`src/rtl/rob_multiport_if.sv`:
```
// Bus bundle for rob_multiport: allocation, CDB write-back, operand queries,
// two-wide commit and occupancy/statistics status.
interface rob_multiport_if #(
  parameter int ID_W    = 4,
  parameter int NUM_CDB = 2
) ();
  logic                    flush;
  logic                    rb_valid;
  logic [ID_W-1:0]         rb_id;
  logic                    alloc_valid;
  logic [4:0]              alloc_op;
  logic [4:0]              alloc_rd;
  logic [31:0]             alloc_pc;
  logic                    alloc_ready;
  logic [ID_W-1:0]         alloc_id;
  logic [NUM_CDB-1:0]      cdb_valid;
  logic [NUM_CDB*ID_W-1:0] cdb_id;
  logic [NUM_CDB*32-1:0]   cdb_value;
  logic [ID_W-1:0]         q1_id;
  logic [ID_W-1:0]         q2_id;
  logic                    q1_ready;
  logic                    q2_ready;
  logic [31:0]             q1_value;
  logic [31:0]             q2_value;
  logic [1:0]              cm_valid;
  logic [2*ID_W-1:0]       cm_id;
  logic [9:0]              cm_op;
  logic [9:0]              cm_rd;
  logic [63:0]             cm_value;
  logic [63:0]             cm_pc;
  logic [1:0]              cm_ack;
  logic                    full;
  logic                    empty;
  logic [ID_W:0]           count;
  logic [31:0]             cnt_retired;
  logic [31:0]             cnt_branch;
  logic [31:0]             cnt_rollback;

  modport master (
    output flush, rb_valid, rb_id, alloc_valid, alloc_op, alloc_rd, alloc_pc,
           cdb_valid, cdb_id, cdb_value, q1_id, q2_id, cm_ack,
    input  alloc_ready, alloc_id, q1_ready, q2_ready, q1_value, q2_value,
           cm_valid, cm_id, cm_op, cm_rd, cm_value, cm_pc, full, empty, count,
           cnt_retired, cnt_branch, cnt_rollback
  );

  modport slave (
    input  flush, rb_valid, rb_id, alloc_valid, alloc_op, alloc_rd, alloc_pc,
           cdb_valid, cdb_id, cdb_value, q1_id, q2_id, cm_ack,
    output alloc_ready, alloc_id, q1_ready, q2_ready, q1_value, q2_value,
           cm_valid, cm_id, cm_op, cm_rd, cm_value, cm_pc, full, empty, count,
           cnt_retired, cnt_branch, cnt_rollback
  );
endinterface

```
`src/rtl/rob_multiport.sv`:
```
// Reorder buffer: multi-port CDB write-back with query bypass, two-wide in-order commit,
// flush and partial rollback. Define ROB_MP_STATS_EN for statistics (branch ops 10..15).
module rob_multiport #(
  parameter int DEPTH   = 16,
  parameter int ID_W    = 4,
  parameter int NUM_CDB = 2
) (
  input logic            clk,
  input logic            rst,
  rob_multiport_if.slave bus
);
  localparam logic [ID_W:0] DEPTH_C = (ID_W+1)'(DEPTH);

  logic [ID_W-1:0]  head_q, head_d, tail_q, tail_d, head1, rb_off;
  logic [ID_W:0]    count_q, count_d, surv;
  logic [DEPTH-1:0] busy_q, busy_d, rdy_q, rdy_d;
  logic [31:0]      val_q [DEPTH];
  logic [31:0]      val_d [DEPTH];
  logic [31:0]      pc_q  [DEPTH];
  logic [31:0]      pc_d  [DEPTH];
  logic [4:0]       op_q  [DEPTH];
  logic [4:0]       op_d  [DEPTH];
  logic [4:0]       rd_q  [DEPTH];
  logic [4:0]       rd_d  [DEPTH];
  logic             cmv0, cmv1, alloc_fire, rb_hit;
  logic [1:0]       r_raw, r;

  // Bypass wins over stored state; the highest-numbered matching port wins.
  function automatic logic [32:0] query(input logic [ID_W-1:0] qid,
                                        input logic [NUM_CDB-1:0] cv,
                                        input logic [NUM_CDB*ID_W-1:0] cid,
                                        input logic [NUM_CDB*32-1:0] cval);
    logic [32:0] res;
    res = {rdy_q[qid], val_q[qid]};
    for (int k = 0; k < NUM_CDB; k++)
      if (cv[k] && cid[k*ID_W +: ID_W] == qid) res = {1'b1, cval[k*32 +: 32]};
    return res;
  endfunction

  assign head1      = head_q + ID_W'(1);
  assign cmv0       = (count_q != '0) && rdy_q[head_q];
  assign cmv1       = cmv0 && (count_q >= (ID_W+1)'(2)) && rdy_q[head1];
  assign r_raw      = (bus.cm_ack == 2'b11 && cmv1) ? 2'd2 :
                      (bus.cm_ack[0] && cmv0)       ? 2'd1 : 2'd0;
  assign rb_hit     = !bus.flush && bus.rb_valid && busy_q[bus.rb_id];
  assign rb_off     = bus.rb_id - head_q;
  assign surv       = {1'b0, rb_off} + (ID_W+1)'(1);
  // Rolling back to the head leaves one survivor, so at most one entry can retire.
  assign r          = bus.flush ? 2'd0 :
                      (rb_hit && r_raw == 2'd2 && rb_off == '0) ? 2'd1 : r_raw;
  assign alloc_fire = bus.alloc_valid && bus.alloc_ready && !bus.flush;

  always_comb begin
    busy_d  = busy_q;
    rdy_d   = rdy_q;
    val_d   = val_q;
    op_d    = op_q;
    rd_d    = rd_q;
    pc_d    = pc_q;
    head_d  = head_q + ID_W'(r);
    tail_d  = tail_q + ID_W'(alloc_fire);
    count_d = count_q + (ID_W+1)'(alloc_fire) - (ID_W+1)'(r);
    for (int k = 0; k < NUM_CDB; k++) begin
      if (bus.cdb_valid[k] && busy_q[bus.cdb_id[k*ID_W +: ID_W]]) begin
        rdy_d[bus.cdb_id[k*ID_W +: ID_W]] = 1'b1;
        val_d[bus.cdb_id[k*ID_W +: ID_W]] = bus.cdb_value[k*32 +: 32];
      end
    end
    if (r != 2'd0) begin
      busy_d[head_q] = 1'b0;
      rdy_d[head_q]  = 1'b0;
    end
    if (r == 2'd2) begin
      busy_d[head1] = 1'b0;
      rdy_d[head1]  = 1'b0;
    end
    if (alloc_fire) begin
      busy_d[tail_q] = 1'b1;
      rdy_d[tail_q]  = 1'b0;
      op_d[tail_q]   = bus.alloc_op;
      rd_d[tail_q]   = bus.alloc_rd;
      pc_d[tail_q]   = bus.alloc_pc;
    end
    // Squash everything younger than rb_id, measured as age from the head.
    if (rb_hit) begin
      for (int i = 0; i < DEPTH; i++) begin
        if ((ID_W'(i) - head_q) > rb_off) begin
          busy_d[i] = 1'b0;
          rdy_d[i]  = 1'b0;
        end
      end
      tail_d  = bus.rb_id + ID_W'(1);
      count_d = surv - (ID_W+1)'(r);
    end
    if (bus.flush) begin
      busy_d  = '0;
      rdy_d   = '0;
      head_d  = '0;
      tail_d  = '0;
      count_d = '0;
    end
  end

  always_ff @(posedge clk) begin
    if (!rst) begin
      head_q  <= '0;
      tail_q  <= '0;
      count_q <= '0;
      busy_q  <= '0;
      rdy_q   <= '0;
    end else begin
      head_q  <= head_d;
      tail_q  <= tail_d;
      count_q <= count_d;
      busy_q  <= busy_d;
      rdy_q   <= rdy_d;
    end
  end

  always_ff @(posedge clk) begin
    val_q <= val_d;
    op_q  <= op_d;
    rd_q  <= rd_d;
    pc_q  <= pc_d;
  end

`ifdef ROB_MP_STATS_EN
  localparam logic [4:0] ALU_OP_BEQ  = 5'd10;
  localparam logic [4:0] ALU_OP_BGEU = 5'd15;

  logic [31:0] cnt_retired_q, cnt_retired_d, cnt_branch_q, cnt_branch_d;
  logic [31:0] cnt_rollback_q, cnt_rollback_d;
  logic        br0, br1;

  assign br0 = (r != 2'd0) && (op_q[head_q] inside {[ALU_OP_BEQ:ALU_OP_BGEU]});
  assign br1 = (r == 2'd2) && (op_q[head1] inside {[ALU_OP_BEQ:ALU_OP_BGEU]});

  always_comb begin
    cnt_retired_d  = cnt_retired_q + 32'(r);
    cnt_branch_d   = cnt_branch_q + 32'(br0) + 32'(br1);
    cnt_rollback_d = cnt_rollback_q + 32'(rb_hit);
  end

  always_ff @(posedge clk) begin
    if (!rst) begin
      cnt_retired_q  <= '0;
      cnt_branch_q   <= '0;
      cnt_rollback_q <= '0;
    end else begin
      cnt_retired_q  <= cnt_retired_d;
      cnt_branch_q   <= cnt_branch_d;
      cnt_rollback_q <= cnt_rollback_d;
    end
  end

  assign bus.cnt_retired  = cnt_retired_q;
  assign bus.cnt_branch   = cnt_branch_q;
  assign bus.cnt_rollback = cnt_rollback_q;
`else
  assign bus.cnt_retired  = '0;
  assign bus.cnt_branch   = '0;
  assign bus.cnt_rollback = '0;
`endif

  assign bus.alloc_ready = (count_q < DEPTH_C) && !bus.rb_valid;
  assign bus.alloc_id    = tail_q;
  assign bus.full        = (count_q == DEPTH_C);
  assign bus.empty       = (count_q == '0);
  assign bus.count       = count_q;
  assign bus.cm_valid    = {cmv1, cmv0};
  assign bus.cm_id       = {head1, head_q};
  assign bus.cm_op       = {op_q[head1], op_q[head_q]};
  assign bus.cm_rd       = {rd_q[head1], rd_q[head_q]};
  assign bus.cm_value    = {val_q[head1], val_q[head_q]};
  assign bus.cm_pc       = {pc_q[head1], pc_q[head_q]};
  assign {bus.q1_ready, bus.q1_value} = query(bus.q1_id, bus.cdb_valid, bus.cdb_id, bus.cdb_value);
  assign {bus.q2_ready, bus.q2_value} = query(bus.q2_id, bus.cdb_valid, bus.cdb_id, bus.cdb_value);
endmodule

```
`src/flat_wrapper.sv`:
```
// flat-port wrapper written by rule: the top's interface ports become plain ports
module rob_multiport_flat 
#(
  parameter int DEPTH   = 16,
  parameter int ID_W    = 4,
  parameter int NUM_CDB = 2
)
  (clk, rst, bus_flush, bus_rb_valid, bus_rb_id, bus_alloc_valid, bus_alloc_op, bus_alloc_rd, bus_alloc_pc, bus_cdb_valid, bus_cdb_id, bus_cdb_value, bus_q1_id, bus_q2_id, bus_cm_ack, bus_alloc_ready, bus_alloc_id, bus_q1_ready, bus_q2_ready, bus_q1_value, bus_q2_value, bus_cm_valid, bus_cm_id, bus_cm_op, bus_cm_rd, bus_cm_value, bus_cm_pc, bus_full, bus_empty, bus_count, bus_cnt_retired, bus_cnt_branch, bus_cnt_rollback);
  rob_multiport_if #(.ID_W(ID_W), .NUM_CDB(NUM_CDB)) bus_i ();
  input logic clk;
  input logic rst;
  input wire logic [$bits(bus_i.flush)-1:0] bus_flush;
  input wire logic [$bits(bus_i.rb_valid)-1:0] bus_rb_valid;
  input wire logic [$bits(bus_i.rb_id)-1:0] bus_rb_id;
  input wire logic [$bits(bus_i.alloc_valid)-1:0] bus_alloc_valid;
  input wire logic [$bits(bus_i.alloc_op)-1:0] bus_alloc_op;
  input wire logic [$bits(bus_i.alloc_rd)-1:0] bus_alloc_rd;
  input wire logic [$bits(bus_i.alloc_pc)-1:0] bus_alloc_pc;
  input wire logic [$bits(bus_i.cdb_valid)-1:0] bus_cdb_valid;
  input wire logic [$bits(bus_i.cdb_id)-1:0] bus_cdb_id;
  input wire logic [$bits(bus_i.cdb_value)-1:0] bus_cdb_value;
  input wire logic [$bits(bus_i.q1_id)-1:0] bus_q1_id;
  input wire logic [$bits(bus_i.q2_id)-1:0] bus_q2_id;
  input wire logic [$bits(bus_i.cm_ack)-1:0] bus_cm_ack;
  output wire logic [$bits(bus_i.alloc_ready)-1:0] bus_alloc_ready;
  output wire logic [$bits(bus_i.alloc_id)-1:0] bus_alloc_id;
  output wire logic [$bits(bus_i.q1_ready)-1:0] bus_q1_ready;
  output wire logic [$bits(bus_i.q2_ready)-1:0] bus_q2_ready;
  output wire logic [$bits(bus_i.q1_value)-1:0] bus_q1_value;
  output wire logic [$bits(bus_i.q2_value)-1:0] bus_q2_value;
  output wire logic [$bits(bus_i.cm_valid)-1:0] bus_cm_valid;
  output wire logic [$bits(bus_i.cm_id)-1:0] bus_cm_id;
  output wire logic [$bits(bus_i.cm_op)-1:0] bus_cm_op;
  output wire logic [$bits(bus_i.cm_rd)-1:0] bus_cm_rd;
  output wire logic [$bits(bus_i.cm_value)-1:0] bus_cm_value;
  output wire logic [$bits(bus_i.cm_pc)-1:0] bus_cm_pc;
  output wire logic [$bits(bus_i.full)-1:0] bus_full;
  output wire logic [$bits(bus_i.empty)-1:0] bus_empty;
  output wire logic [$bits(bus_i.count)-1:0] bus_count;
  output wire logic [$bits(bus_i.cnt_retired)-1:0] bus_cnt_retired;
  output wire logic [$bits(bus_i.cnt_branch)-1:0] bus_cnt_branch;
  output wire logic [$bits(bus_i.cnt_rollback)-1:0] bus_cnt_rollback;
  assign bus_i.flush = bus_flush;
  assign bus_i.rb_valid = bus_rb_valid;
  assign bus_i.rb_id = bus_rb_id;
  assign bus_i.alloc_valid = bus_alloc_valid;
  assign bus_i.alloc_op = bus_alloc_op;
  assign bus_i.alloc_rd = bus_alloc_rd;
  assign bus_i.alloc_pc = bus_alloc_pc;
  assign bus_i.cdb_valid = bus_cdb_valid;
  assign bus_i.cdb_id = bus_cdb_id;
  assign bus_i.cdb_value = bus_cdb_value;
  assign bus_i.q1_id = bus_q1_id;
  assign bus_i.q2_id = bus_q2_id;
  assign bus_i.cm_ack = bus_cm_ack;
  assign bus_alloc_ready = bus_i.alloc_ready;
  assign bus_alloc_id = bus_i.alloc_id;
  assign bus_q1_ready = bus_i.q1_ready;
  assign bus_q2_ready = bus_i.q2_ready;
  assign bus_q1_value = bus_i.q1_value;
  assign bus_q2_value = bus_i.q2_value;
  assign bus_cm_valid = bus_i.cm_valid;
  assign bus_cm_id = bus_i.cm_id;
  assign bus_cm_op = bus_i.cm_op;
  assign bus_cm_rd = bus_i.cm_rd;
  assign bus_cm_value = bus_i.cm_value;
  assign bus_cm_pc = bus_i.cm_pc;
  assign bus_full = bus_i.full;
  assign bus_empty = bus_i.empty;
  assign bus_count = bus_i.count;
  assign bus_cnt_retired = bus_i.cnt_retired;
  assign bus_cnt_branch = bus_i.cnt_branch;
  assign bus_cnt_rollback = bus_i.cnt_rollback;
  rob_multiport #(.DEPTH(DEPTH), .ID_W(ID_W), .NUM_CDB(NUM_CDB)) u_core (.clk(clk), .rst(rst), .bus(bus_i));
endmodule
```
`config.mk`:
```
export PLATFORM = sky130hd
export DESIGN_NAME = rob_multiport_flat
export DESIGN_NICKNAME = d
export VERILOG_FILES = /design/src/rtl/rob_multiport_if.sv /design/src/rtl/rob_multiport.sv /design/src/flat_wrapper.sv
export SDC_FILE = /design/constraint.sdc
export NUM_CORES = 2
export LEC_CHECK = 0
export ABC_CLOCK_PERIOD_IN_PS = 5500
export CAP_MARGIN = 25
export CELL_PAD_IN_SITES_DETAIL_PLACEMENT = 1
export CELL_PAD_IN_SITES_GLOBAL_PLACEMENT = 1
export CORE_MARGIN = 2
export CORE_UTILIZATION = 38
export CTS_BUF_LIST = sky130_fd_sc_hd__clkbuf_16
export DETAILED_ROUTE_END_ITERATION = 8
export GPL_ROUTABILITY_DRIVEN = 0
export PLACE_DENSITY_LB_ADDON = 0.1
export SLEW_MARGIN = 20
export SYNTH_ARGS = -nofsm -noshare
export SYNTH_HDL_FRONTEND = slang
export SYNTH_SLANG_ARGS = --single-unit
```
`constraint.sdc`:
```
create_clock -name clk -period 5.5 [get_ports clk]
set_input_delay 0.55 -clock clk [delete_from_list [all_inputs] [get_ports clk]]
set_output_delay 0.55 -clock clk [all_outputs]
set_load 0.05 [all_outputs]
```
# After elaboration in Yosys (flattened, before gate mapping)
# Index checks and enable logic that the tools add are counted.
# classes
n_bitwise	19
n_lt_le_gt_ge	41
n_eq_ne	8
reduce_logical	33
div	0
addsub	25
n_mux	121
multipliers	0
n_shift	0
# op_table
operator	n
512-bit bitwise mux	3
512-bit 2-to-1 mux	2
32-bit binary-select mux with 4-bit select	6
32-bit 2-to-1 mux	15
32-bit demux with 4-bit select	3
80-bit bitwise mux	2
16-bit 2-to-1 mux	10
33-bit 2-to-1 mux	4
16-bit bitwise AND	5
5-bit binary-select mux with 4-bit select	4
4-bit > comparator	16
5-bit 2-to-1 mux	10
16-bit NOT	3
16-bit OR	3
1-bit 2-to-1 mux	45
4-bit by 5-bit < comparator with 1-bit output, second input constant	8
5-bit greater-or-equal comparator, second input constant	7
4-bit NOT with 5-bit output	7
4-bit subtractor, first input constant	8
1-bit binary-select mux with 4-bit select	7
1-bit logical AND	26
1-bit demux with 4-bit select	5
5-bit demux with 4-bit select	1
4-bit by 1-bit greater-or-equal comparator with 1-bit output, second input constant	5
25 further kinds	42
# totals
mem_bits_ro	0
ff_bits	1229
ramBits	0
latchBits	0
out_inout_bits	332
n_memories	0
inputBits	135

# Logic depth before layout (Yosys ltp)
# depth
word_depth	20
mapped_depth	23

# Least setup slack after synthesis
# Ideal clock, no wire load.
# synth_path
kind	register to register
start	register u_core.head_q[0]
end	register u_core.count_q[4] (netlist: u_core.bus.count[4])
setup_ns	0.132
synth_period_minus_slack_ns	5.478
path_buffers	4
t_arrival_ns	5.346
path_slack_ns	0.022
path_stages_with_launch	23
cell_sequence	dfxtp_1 -> clkbuf_1 -> inv_1 -> ha_1 -> clkbuf_1 -> buf_2 -> mux4_2 -> and3_1 -> o311ai_4 -> buf_4 -> o21ai_0 -> inv_1 -> ha_1 -> inv_1 -> ha_1 -> inv_1 -> fa_1 -> inv_1 -> a21oi_1 -> o21bai_1 -> xnor2_1 -> o21ai_0 -> a21oi_1
# synth_lines
element	line_no	rtl
from (decl)	rob_multiport.sv:14	logic [ID_W-1:0] head_q, head_d, tail_q, tail_d, head1, rb_off;
from (signal assigned)	rob_multiport.sv:106	head_q <= '0;
from (signal assigned)	rob_multiport.sv:112	head_q <= head_d;
4-bit by 1-bit adder with 4-bit output *	rob_multiport.sv:40	assign head1 = head_q + ID_W'(1);
named net bus_cm_id[4]	flat_wrapper.sv:32	output wire logic [$bits(bus_i.cm_id)-1:0] bus_cm_id;
1-bit binary-select mux with 4-bit select *	rob_multiport.sv:42	assign cmv1 = cmv0 && (count_q >= (ID_W+1)'(2)) && rdy_q[head1];
1-bit 2-to-1 mux (not written as such) *	rob_multiport.sv:42	
1-bit logical AND *	rob_multiport.sv:42	
1-bit logical AND *	rob_multiport.sv:43	assign r_raw = (bus.cm_ack == 2'b11 && cmv1) ? 2'd2 :
2-bit 2-to-1 mux *	rob_multiport.sv:43	
2-bit == test	rob_multiport.sv:50	(rb_hit && r_raw == 2'd2 && rb_off == '0) ? 2'd1 : r_raw;
1-bit logical AND (2 in a row)	rob_multiport.sv:50	
2-bit 2-to-1 mux *	rob_multiport.sv:50	
2-bit 2-to-1 mux *	rob_multiport.sv:49	assign r = bus.flush ? 2'd0 :
5-bit by 2-bit subtractor with 5-bit output, on equally long branches	rob_multiport.sv:62, rob_multiport.sv:93	
5-bit 2-to-1 mux *	rob_multiport.sv:85	if (rb_hit) begin
to (signal assigned)	rob_multiport.sv:114	count_q <= count_d;
to (decl)	rob_multiport.sv:15	logic [ID_W:0] count_q, count_d, surv;
# The timed path passes the listed nets; every way through them passes the cells marked *. The select of a mux whose other input is x is not followed.
# A chain may end at the register's enable or synchronous reset.

# Final worst setup path
# layout_path
start	register u_core.head_q[0]
end	output bus_cm_op[8]
# layout_between
elab_chain_len	5
# layout_rtl
element	line_no	rtl
4-bit by 1-bit adder with 4-bit output	rob_multiport.sv:40	
4-bit NOT with 5-bit output (not written as such)	rob_multiport.sv:172	assign bus.cm_op = {op_q[head1], op_q[head_q]};
5-bit binary-select mux with 4-bit select	rob_multiport.sv:172	
5-bit 2-to-1 mux (not written as such) (2 in a row)	rob_multiport.sv:172	
to (decl)	flat_wrapper.sv:33	output wire logic [$bits(bus_i.cm_op)-1:0] bus_cm_op;
# Every way passes these cells. The select of a mux whose other input is x is not followed.

==> results.py <==
metrics = {
    "hold_path": {
        "worstHoldPathCells": 3,
        "worstHoldStart": "bus_cdb_id[1]",
        "hold_path.class": "input pin to flop",
        "whs_endpoint": "u_core.val_q[160]",
    },
    "detailed_routing": {
        "via_count": 53900,
        "firstDrtPassIters": 6,
        "drtIter0Drc": 5588,
        "drt-wirelength-per-cell_um": 36.4,
        "antenna_left": 0,
        "drt_wl_total_um": 293000,
        "avgViaCountPerCell": 6.69,
        "drc": 0,
    },
    "clock_network": {
        "worstSkewPairLatency_ns": 0.83,
        "cts_buffers": 148,
        "cts_resized": 0,
        "clockBufferDepth": 3,
        "cts_setup_buffers": 0,
        "cts-root-buf": "clkbuf_16",
        "cts.sinks": 1229,
        "ctsHoldBuffers": 0,
        "cts_max_level": 4,
        "clk_pin_slew_ns": 0.06,
        "cts_tree": "built",
    },
    "worst_setup_path": {
        "rr_startpoint": "u_core.head_q[0]",
        "crit_type": "flop to output pin",
        "path_common_cell": "buf_4",
        "crit_required_ns": 4.95,
        "crit_chain": "buf_4 > nand2_1 > xnor2_2 > buf_4 > inv_8 > buf_4 > mux4_2 > clkdlybuf4s50_1",
        "cp-start-kind": "flop",
        "critPathMaxFanout": 42,
        "slowest_stage": "clkdlybuf4s50_1",
        "worst_ep_arrival_time_ns": 4.68,
        "cp_num_buf_inv": 5,
        "path_delay_family": "buffers and inverters",
        "endpoint_kind": "output pin",
        "rrSetupSlack_ns": 1.06,
        "max_stage_delay_ns": 0.74,
        "worst_r2r_endpoint": "u_core.bus.count[4]",
        "r2r_cells": 21,
    },
    "synth": {
        "syn_area_um2": 72900,
        "synth-seq-area-share_pct": 43.0,
        "synth_cell_types": 58,
        "synth_compound_area_share_pct": 10.6,
        "synthFlopType": "edfxtp_1",
        "yosysMostFrequentCell": "mux4_2",
        "ys_ff_latch": 1229,
        "synth_top_area_share_pct": 33.5,
        "synth_area_per_cell_um2": 13.5,
        "yosysWarnings": 0,
        "synth-edff-count": 672,
        "synth_top_family_by_area": "multiplexers",
        "synthCells": 5399,
        "synth_mux_area_share_pct": 34.5,
        "synthXorXnorAreaFrac_pct": 0.503,
        "synth_area_leaders": "mux4_2, edfxtp_1, dfxtp_1, o21ai_0, a32oi_1",
        "synthAdderAreaFrac_pct": 1.32,
        "synth_common_cells": "mux4_2, edfxtp_1, nand2_1, dfxtp_1, o21ai_0",
        "synth_simple_gate_area_share_pct": 5.24,
        "synth_largest_area_cell": "mux4_2",
        "async_flop_share_pct": 0,
    },
    "sta": {
        "skew_ns": 0.0478,
        "rsz0062_at_grt": "no",
        "finalHoldViolCount": 0,
        "whs_ns": 0.303,
        "finalSetupViolations": 0,
        "setup_tns_ns": 0,
        "timing.final.crit_share_pct": 95.1,
        "worst_pin_slew_ns": 1.16,
        "layout_min_cycle_time_ns": 5.23,
        "slew_headroom_pct": 22.7,
        "fmax_mhz": 191,
        "slew_violations": 0,
    },
    "run_status": {
        "status": "completed",
    },
    "cells_and_area": {
        "design_area_um2": 83500,
        "fill_cells": 19000,
        "final_cells": 8051,
        "synthToLayoutAreaGrowth_pct": 14.6,
        "final_nets": 5628,
        "layout-drive-gt1-share_pct": 28.5,
    },
    "placement": {
        "dp.cells": 7779,
        "hpwlAfterDp_um": 172000,
        "place_area_um2": 78800,
        "portBuffers": 370,
    },
    "floorplan": {
        "die_h_um": 442,
        "die_w_um": 442,
        "io_pins": 467,
        "core_um2": 190000,
        "rows": 160,
        "start_util_pct": 38.3,
        "die-area_um2": 195000,
    },
    "power_and_ir_drop": {
        "p_sw_mw": 5.41,
        "p_clk_share_pct": 45.9,
        "leakage_nw": 25.3,
        "power_mw": 21.1,
        "powerDensity_nw_per_um2": 252,
        "combPwrFrac_pct": 7.7,
        "ir_drop_mv": 0.257,
        "p_sw_share_pct": 25.7,
        "internal-power_mw": 15.6,
        "power_frac_seq_pct": 46.4,
    },
    "flow_run": {
        "maxCapViolCount": 0,
    },
    "grt": {
        "grt_usage_pct": 29.6,
        "grt_start_max_net_pins": 132,
        "grt_pass1_wl_um": 419000,
        "grt_pass1_vias": 55400,
        "global_route.overflow_total": 0,
        "antenna_found_initial": 20,
    },
}
[cell type report]
class | instances | area (um2) | share of cell area, %
Antenna cell | 8 | 20.0 | 0.0240
Clock buffer | 148 | 3700 | 4.43
Multi-Input combinational cell | 3455 | 38800 | 46.5
Timing Repair Buffer | 533 | 5300 | 6.34
Sequential cell | 1229 | 31300 | 37.5
Inverter | 52 | 210 | 0.252
Clock inverter | 115 | 1000 | 1.20
Tap cell | 2511 | 3140 | 3.76
[registers in the layout, summed over array words and instances (netlist names)]
signal,count
u_core.val_q,512
u_core.bus.alloc_id,4
u_core.op_q,80
u_core.rd_q,80
u_core.head_q,4
u_core.bus.count,5
u_core.busy_q,16
u_core.rdy_q,16
u_core.pc_q,512
[worst max path at each step]
stage	start	endpoint	cells past startpoint
after floorplan	u_core.head_q[0]	u_core.bus.count[4]	22
after global placement	bus_rb_id[0]	u_core.bus.count[4]	20
after detailed placement	bus_rb_id[0]	u_core.bus.count[4]	20
after CTS	u_core.head_q[0]	bus_cm_op[8]	8
after global routing	u_core.head_q[0]	bus_cm_pc[49]	5
final	u_core.head_q[0]	bus_cm_op[8]	8
[through the flow]
| step | util (%) | setup slack, ns |
|---|---|---|
| 3_3_place_gp | 41.4 | 0.787 |
| 6_report | 43.9 | 0.270 |
| 5_1_grt | 43.9 | 0.0584 |
| 4_1_cts | 43.9 | 0.123 |
| 2_1_floorplan | - | 0.0218 |
| 3_5_place_dp | 41.4 | 0.794 |
[worst register-to-register path, delay by kind of cell (launching register included)]
family                     cells  cell delay (ns)
AOI/OAI and AO/OA              7             1.15
buffers and inverters          8             1.48
and+or+nand+nor                1             0.21
DFF                            1             0.42
xor gates and xnor gates       2             0.31
adders and majority gates      3             0.85
[cell families after synthesis]
family	count (synthesis)
flip-flops	1229
AO/OA/AOI/OAI	1192
multiplexers	1159
AND/OR/NAND/NOR	893
buffers and inverters	810
adder cells (fa/ha/maj)	74
XOR/XNOR	41
other	1
[per-layer routing]
metal	up-vias	track usage (%)	routed length [um]
li1	21800	-	-
met1	28800	37.6	114000
met2	2592	48.9	143000
met3	637	5.74	21900
met4	16	13.5	14200
met5	-	0	104
[placed cells by master (no fill, tap or decap), types with 16 or more instances in the layout]
master,Yosys,final
buf_12,0,38
clkinv_1,0,29
nand3_1,36,34
inv_1,51,86
nand4_1,33,33
mux2i_1,74,74
o21ai_0,532,532
clkdlybuf4s50_1,0,316
clkbuf_16,0,148
nor2b_1,41,40
xnor2_1,19,17
clkinv_2,0,17
nand2_1,561,545
nor3_1,29,23
a32oi_1,259,259
nor2_4,0,25
mux4_2,1085,1085
edfxtp_1,672,672
buf_4,100,174
a21oi_1,90,90
conb_1,1,96
nor2_1,136,111
a22oi_1,258,258
ha_1,69,68
dfxtp_1,557,554
xor2_1,21,21
nand2_2,0,16
[power by group through the flow]
stage / clock network [mW] / logic (mW) / registers [mW]
2_1_floorplan: 0 / 1.05 / 9.97
3_5_place_dp: 0 / 1.61 / 9.98
5_1_grt: 10.2 / 1.69 / 9.78
6_report: 9.66 / 1.62 / 9.78
3_3_place_gp: 0 / 1.60 / 9.97
4_1_cts: 9.87 / 1.62 / 9.78
(Power assumes the default switching activity.)
